==> config.mk <==
export PLATFORM = sky130hd
export DESIGN_NAME = seg_scan_ctrl_flat
export DESIGN_NICKNAME = d
export VERILOG_FILES = /design/src/rtl/seg_scan_ctrl_pkg.sv /design/src/rtl/seg_scan_ctrl_if.sv /design/src/rtl/seg_hex_decode.sv /design/src/rtl/seg_scan_ctrl.sv /design/src/flat_wrapper.sv
export SDC_FILE = /design/constraint.sdc
export NUM_CORES = 1
export LEC_CHECK = 0
export CAP_MARGIN = 20
export CELL_PAD_IN_SITES_DETAIL_PLACEMENT = 0
export CELL_PAD_IN_SITES_GLOBAL_PLACEMENT = 1
export CORE_MARGIN = 3
export CORE_UTILIZATION = 45
export CTS_CLUSTER_DIAMETER = 40
export DETAILED_ROUTE_END_ITERATION = 16
export DONT_BUFFER_PORTS = 1
export PLACE_DENSITY_LB_ADDON = 0.1
export SETUP_SLACK_MARGIN = 0.5
export SLEW_MARGIN = 20
export SYNTH_ARGS = -nofsm -noshare
export SYNTH_HDL_FRONTEND = slang
export SYNTH_HIERARCHICAL = 1
export SYNTH_SLANG_ARGS = --single-unit
==> constraint.sdc <==
create_clock -name clk -period 2 [get_ports clk]
set_input_delay 0.4 -clock clk [delete_from_list [all_inputs] [get_ports clk]]
set_output_delay 0.4 -clock clk [all_outputs]
set_load 0.01 [all_outputs]
==> src/rtl/seg_scan_ctrl_pkg.sv <==
// Shared definitions for the 7-segment scan family: hex glyph table, DP bit
// position and slot-length helper.
package seg_pkg;

  localparam int DP_BIT = 7;

  // Entry i is the {dp=0,g..a} pattern for hex digit i (index 15 is the MSB element).
  localparam logic [15:0][7:0] HEX7_TBL = {
    8'h71, 8'h79, 8'h5e, 8'h39, 8'h7c, 8'h77, 8'h6f, 8'h7f,
    8'h07, 8'h7d, 8'h6d, 8'h66, 8'h4f, 8'h5b, 8'h06, 8'h3f
  };

  function automatic int slot_len(input int blank_cyc, input int bright_w);
    return blank_cyc + (1 << bright_w);
  endfunction

endpackage

==> src/rtl/seg_scan_ctrl_if.sv <==
// Display-data registers to scanner, and scanner to board pins.
interface seg_scan_ctrl_if #(
  parameter int N_DIGITS = 8,
  parameter int BRIGHT_W = 4
);
  logic [4*N_DIGITS-1:0] seg_data;
  logic [N_DIGITS-1:0]   seg_on;
  logic [N_DIGITS-1:0]   dp_on;
  logic [N_DIGITS-1:0]   blink;
  logic [BRIGHT_W-1:0]   brightness;
  logic [7:0]            seg_led;
  logic [N_DIGITS-1:0]   cat;

  modport master (output seg_data, seg_on, dp_on, blink, brightness,
                  input  seg_led, cat);
  modport slave  (input  seg_data, seg_on, dp_on, blink, brightness,
                  output seg_led, cat);
endinterface

==> src/rtl/seg_hex_decode.sv <==
// Combinational nibble + decimal point to {dp,g,f,e,d,c,b,a} glyph.
module seg_hex_decode
  import seg_pkg::*;
(
  input  logic [3:0] nib,
  input  logic       dp,
  output logic [7:0] pat
);
  always_comb begin
    pat         = HEX7_TBL[nib];
    pat[DP_BIT] = dp;
  end
endmodule

==> src/rtl/seg_scan_ctrl.sv <==
// Multiplexed 7-segment scanner: per-slot snapshot, anti-ghost blanking,
// PWM brightness window, per-digit blink, output polarity.
module seg_scan_ctrl
  import seg_pkg::*;
#(
  parameter int N_DIGITS       = 8,
  parameter int BLANK_CYC      = 2,
  parameter int BRIGHT_W       = 4,
  parameter int BLINK_DIV_W    = 24,
  parameter bit CAT_ACTIVE_LOW = 1'b1,
  parameter bit SEG_ACTIVE_LOW = 1'b0
) (
  input  logic            clk,
  input  logic            rst_n,
  seg_scan_ctrl_if.slave  bus
);
  localparam int L     = slot_len(BLANK_CYC, BRIGHT_W);
  localparam int PH_W  = $clog2(L);
  localparam int DIG_W = $clog2(N_DIGITS);

  localparam logic [PH_W-1:0]     PH_LAST  = PH_W'(L - 1);
  localparam logic [PH_W-1:0]     PH_BLANK = PH_W'(BLANK_CYC);
  localparam logic [DIG_W-1:0]    DIG_LAST = DIG_W'(N_DIGITS - 1);
  localparam logic [N_DIGITS-1:0] CAT_OFF  = {N_DIGITS{CAT_ACTIVE_LOW}};
  localparam logic [7:0]          SEG_OFF  = {8{SEG_ACTIVE_LOW}};

  logic [PH_W-1:0]           ph, ph_off;
  logic [DIG_W-1:0]          dig;
  logic [BLINK_DIV_W-1:0]    bl_cnt;
  logic [3:0]                snap_nib;
  logic                      snap_on, snap_dp, snap_blink;
  logic [BRIGHT_W-1:0]       snap_bright;
  logic [N_DIGITS-1:0][3:0]  nibs;
  logic [N_DIGITS-1:0]       sel;
  logic [7:0]                pat;
  logic                      lit;

  assign nibs   = bus.seg_data;
  assign ph_off = ph - PH_BLANK;
  assign sel    = N_DIGITS'(1) << dig;

  // Blanking is always >= 1 clock, so L > 2^BRIGHT_W and PH_W >= BRIGHT_W+1:
  // the window offset fits the widened compare without truncation.
  assign lit = (ph >= PH_BLANK)
            && ((BRIGHT_W+1)'(ph_off) < {1'b0, snap_bright})
            && snap_on
            && !(snap_blink && bl_cnt[BLINK_DIV_W-1]);

  seg_hex_decode u_dec (.nib(snap_nib), .dp(snap_dp), .pat(pat));

  always_ff @(posedge clk or negedge rst_n) begin
    if (!rst_n) begin
      ph          <= '0;
      dig         <= '0;
      bl_cnt      <= '0;
      snap_nib    <= '0;
      snap_on     <= 1'b0;
      snap_dp     <= 1'b0;
      snap_blink  <= 1'b0;
      snap_bright <= '0;
      bus.cat     <= CAT_OFF;
      bus.seg_led <= SEG_OFF;
    end else begin
      bl_cnt <= bl_cnt + 1'b1;
      if (ph == PH_LAST) begin
        ph  <= '0;
        dig <= (dig == DIG_LAST) ? '0 : dig + 1'b1;
      end else begin
        ph  <= ph + 1'b1;
      end
      // Slot contents are frozen at slot start; later input changes wait for the next visit.
      if (ph == '0) begin
        snap_nib    <= nibs[dig];
        snap_on     <= bus.seg_on[dig];
        snap_dp     <= bus.dp_on[dig];
        snap_blink  <= bus.blink[dig];
        snap_bright <= bus.brightness;
      end
      bus.cat     <= lit ? (sel ^ CAT_OFF) : CAT_OFF;
      bus.seg_led <= lit ? (pat ^ SEG_OFF) : SEG_OFF;
    end
  end

endmodule

==> src/flat_wrapper.sv <==
// flat-port wrapper written by rule: the top's interface ports become plain ports
module seg_scan_ctrl_flat import seg_pkg::*;
#(
  parameter int N_DIGITS       = 8,
  parameter int BLANK_CYC      = 2,
  parameter int BRIGHT_W       = 4,
  parameter int BLINK_DIV_W    = 24,
  parameter bit CAT_ACTIVE_LOW = 1'b1,
  parameter bit SEG_ACTIVE_LOW = 1'b0
)
  (clk, rst_n, bus_seg_data, bus_seg_on, bus_dp_on, bus_blink, bus_brightness, bus_seg_led, bus_cat);
  seg_scan_ctrl_if #(.N_DIGITS(N_DIGITS), .BRIGHT_W(BRIGHT_W)) bus_i ();
  input  logic clk;
  input  logic rst_n;
  input wire logic [$bits(bus_i.seg_data)-1:0] bus_seg_data;
  input wire logic [$bits(bus_i.seg_on)-1:0] bus_seg_on;
  input wire logic [$bits(bus_i.dp_on)-1:0] bus_dp_on;
  input wire logic [$bits(bus_i.blink)-1:0] bus_blink;
  input wire logic [$bits(bus_i.brightness)-1:0] bus_brightness;
  output wire logic [$bits(bus_i.seg_led)-1:0] bus_seg_led;
  output wire logic [$bits(bus_i.cat)-1:0] bus_cat;
  assign bus_i.seg_data = bus_seg_data;
  assign bus_i.seg_on = bus_seg_on;
  assign bus_i.dp_on = bus_dp_on;
  assign bus_i.blink = bus_blink;
  assign bus_i.brightness = bus_brightness;
  assign bus_seg_led = bus_i.seg_led;
  assign bus_cat = bus_i.cat;
  seg_scan_ctrl #(.N_DIGITS(N_DIGITS), .BLANK_CYC(BLANK_CYC), .BRIGHT_W(BRIGHT_W), .BLINK_DIV_W(BLINK_DIV_W), .CAT_ACTIVE_LOW(CAT_ACTIVE_LOW), .SEG_ACTIVE_LOW(SEG_ACTIVE_LOW)) u_core (.clk(clk), .rst_n(rst_n), .bus(bus_i));
endmodule
==> impl_metrics.env <==
export IMPL_netSwitchingFraction=0.2416
export IMPL_grt_use_total=0.1576
export IMPL_fin_ws_ns=0.2308
export IMPL_rows=30
export IMPL_power_switching_w=0.0005602
export IMPL_async_reset_ff_frac=1.000
export IMPL_power_w=0.002318
export IMPL_pwr_share_comb=0.044
export IMPL_cts_htree_levels=3
export IMPL_violations="negative hold slack"
export IMPL_ant_nets=0
export IMPL_rsz0062_at_grt="true"
export IMPL_drc=0
export IMPL_antenna_found_initial=0
export IMPL_setup_violations=0
export IMPL_ir_drop_uv=256.7
export IMPL_wl_per_cell_um=15.91
export IMPL_drt_iter0_drc=101
export IMPL_power_density_mw_per_mm2=620.7
export IMPL_setup_tns_final_ns=0
export IMPL_fin_crit_sh=0.8846
export IMPL_critPathRequiredTime_ns=2.27
export IMPL_status="complete, but fails checks"
export IMPL_startpoint_type="flip-flop"
export IMPL_cp_arrival_ns=2.04
export IMPL_syn_num_nets=370
export IMPL_fin_crit_ns=1.769
export IMPL_dieArea_mm2=0.008446
export IMPL_placed_cells=375
export IMPL_synth_edff_count=0
export IMPL_drtPass1Iterations=4
export IMPL_nets=383
export IMPL_start_util=0.4756
export IMPL_cts_root_buffer="clkbuf_8"
export IMPL_worst_pin_slew_ns=0.4730
export IMPL_wirelength_um=6348
export IMPL_grt_pass1_wl_um=10380
export IMPL_p_int_w=0.001758
export IMPL_syn_area_per_cell_um2=11.65
export IMPL_port_buffers=0
export IMPL_hpwl_um=4572
export IMPL_synth_area_mm2=0.003321
export IMPL_ios=78
export IMPL_worstSkewPairLatency_ns=0.33
export IMPL_yosysSeqAreaShare=0.4476
export IMPL_drive_above_1_share=0.2706
export IMPL_drv_cap=0
export IMPL_fin_cells=399
export IMPL_num_vias=2114
export IMPL_die_height_um=91.90
export IMPL_ys_warn_count=6
export IMPL_fmax_ghz=0.5652
export IMPL_synth_cell_types=42
export IMPL_coreArea_mm2=0.006982
export IMPL_cp_end_kind="flip-flop"
export IMPL_path_clk_slew_ns=0.07
export IMPL_die_width_um=91.90
export IMPL_cts_tree="built"
export IMPL_cts_buffers=9
export IMPL_diodes=0
export IMPL_max_slew_margin=0.6847
export IMPL_path_max_fanout=16
export IMPL_finClkSkew_ns=0.006852
export IMPL_p_leak_nw=1.589
export IMPL_syn2layout_area_growth_pct=12.47
export IMPL_grt_max_degree=60
export IMPL_grt_pass1_vias=2023
export IMPL_hold_class="primary input to async pin"
export IMPL_drt_vias_per_instance=5.298
export IMPL_grt_overflow=0
export IMPL_power_frac_seq=0.535
export IMPL_hold_violations=59
export IMPL_gp_congestion=0.7382
export IMPL_synth_seq_cells=59
export IMPL_clockBufferDepth=2
export IMPL_place_ws_ns=0.2019
export IMPL_critPathKind="flip-flop to flip-flop"
export IMPL_timing_hold_ws_ns=-0.2412
export IMPL_finalMaxSlewViolations=0
export IMPL_syn_inst=285
export IMPL_ys_flop_type="dfrtp_1"
export IMPL_clkPwrFrac=0.421
export IMPL_cts_num_sinks=59
[kinds of logic (layout without fill, tap and decap cells)]
kind of cell | Yosys count | after routing | synth area share
AO/OA/AOI/OAI | 25 | 25 | 0.05125
XOR/XNOR | 26 | 26 | 0.06858
adder cells (fa/ha/maj) | 23 | 23 | 0.08666
buffers and inverters | 32 | 50 | 0.04785
flip-flops | 59 | 59 | 0.4476
multiplexers | 26 | 26 | 0.1375
AND/OR/NAND/NOR | 94 | 94 | 0.1605
[metrics by stage]
| stage | utilization | area, um^2 |
|---|---|---|
| after floorplan | - | 3361 |
| after global routing | 0.5349 | 3735 |
| after global placement | 0.4941 | 3450 |
| after detailed placement | 0.4941 | 3450 |
| after CTS | 0.5269 | 3679 |
| final | 0.5349 | 3735 |
[cell usage after synthesis, drive strengths merged (2+ instances only)]
cell | n | area [um^2]
and4 | 2 | 17.52
mux4 | 15 | 341.6
buf | 12 | 83.82
nand2 | 22 | 82.58
dfstp | 8 | 210.2
a21oi | 10 | 50.05
nor4 | 2 | 42.54
nor2b | 3 | 18.77
ha | 23 | 287.8
a31oi | 2 | 12.51
and3 | 5 | 31.28
mux2 | 4 | 45.04
and2 | 9 | 56.30
o21ai | 6 | 30.03
clkbuf | 3 | 11.26
nor2 | 14 | 52.55
xor2 | 8 | 70.07
nor3 | 6 | 30.03
inv | 17 | 63.81
nand2b | 3 | 18.77
mux2i | 7 | 70.07
xnor2 | 18 | 157.7
nand4 | 6 | 52.55
dfrtp | 51 | 1276
nand3 | 17 | 85.08
[path summary, 6_finish.rpt]
| kind | from | to | slack (ns) | cells past startpoint |
|---|---|---|---|---|
| min in group clk | bus_brightness[3] | u_core/snap_bright[3] | 0.18 | 2 |
| max in group asynchronous | rst_n | u_core/bus.cat[2] | 2.03 | 0 |
| worst min-delay path | rst_n | u_core/bus.seg_led[1] | -0.24 | 0 |
| worst max-delay path | u_core/ph[1] | u_core/bus.seg_led[4] | 0.23 | 8 |
| worst max register to register | u_core/ph[1] | u_core/bus.seg_led[4] | 0.23 | 8 |
| worst min register to register | u_core/bl_cnt[21] | u_core/bl_cnt[21] | 0.47 | 1 |
[layout make-up]
cell class	count	area, um^2
inverters	17	66.31
fillers	655	3247
clock buffers	10	137.6
flip-flops and latches	59	1491
well taps	96	120.1
clock inverters	6	41.29
multi-input cells	194	1727
repair buffers	17	151.4
[power by group through the flow]
| stage | logic, W | registers (W) | clock network [W] |
|---|---|---|---|
| 6_report | 0.000103 | 0.00124 | 0.000976 |
| 5_1_grt | 0.000116 | 0.00124 | 0.00108 |
| 4_1_cts | 0.000103 | 0.00124 | 0.00101 |
| 3_5_place_dp | 0.000101 | 0.00126 | 0 |
| 3_3_place_gp | 0.000100 | 0.00126 | 0 |
| 2_1_floorplan | 0.0000966 | 0.00125 | 0 |
[worst max-delay path, cell delays in order, from the launching register on]
cell and delay (ns):
dfrtp_1 0.36, inv_2 0.07, ha_4 0.26, inv_2 0.03
ha_4 0.14, a211o_1 0.26, a211oi_4 0.24, buf_6 0.18
and2_1 0.15
[layout by cell type (no fill, tap or decap), drive strengths merged, types with 2 or more instances in the layout]
cell type  count
dfrtp         51
ha            23
nand2         22
xnor2         18
nand3         17
buf           17
inv           17
mux4          15
nor2          14
clkbuf        10
a21oi         10
and2           9
xor2           8
dfstp          8
mux2i          7
nand4          6
nor3           6
o21ai          6
and3           5
mux2           4
clkinvlp       3
nand2b         3
nor2b          3
clkinv         3
nor4           2
and4           2
a31oi          2
[sequential cells by signal, indices dropped and copies added, names as in the netlist]
signal and cells:
u_core/bl_cnt 24, u_core/bus.cat 8, u_core/bus.seg_led 8, u_core/ph 5, u_core/snap_bright 4, u_core/snap_nib 4, u_core/dig 3, u_core/snap_blink 1
u_core/snap_dp 1, u_core/snap_on 1
[repair_timing]
action / CTS / global route
endpoints found under the setup margin: 33 / 36
endpoints found under the hold margin: 59 / 59
cloned: 0 / 1
buffers inserted: 4 / 3
gates resized for setup: 7 / 13
pin swaps: 3 / 1
[per-layer routing]
layer | routed length (um) | vias to the layer above | global-route usage | share of wire
met2 | 2994 | 55 | 0.2330 | 0.47
li1 | - | 1018 | - | -
met3 | 300 | 5 | 0.04594 | 0.047
met5 | 0 | - | 0 | 0
met1 | 3002 | 1036 | 0.2210 | 0.47
met4 | 51 | 0 | 0.05569 | 0.0080
Note: power is estimated with default switching activity, not from simulation.
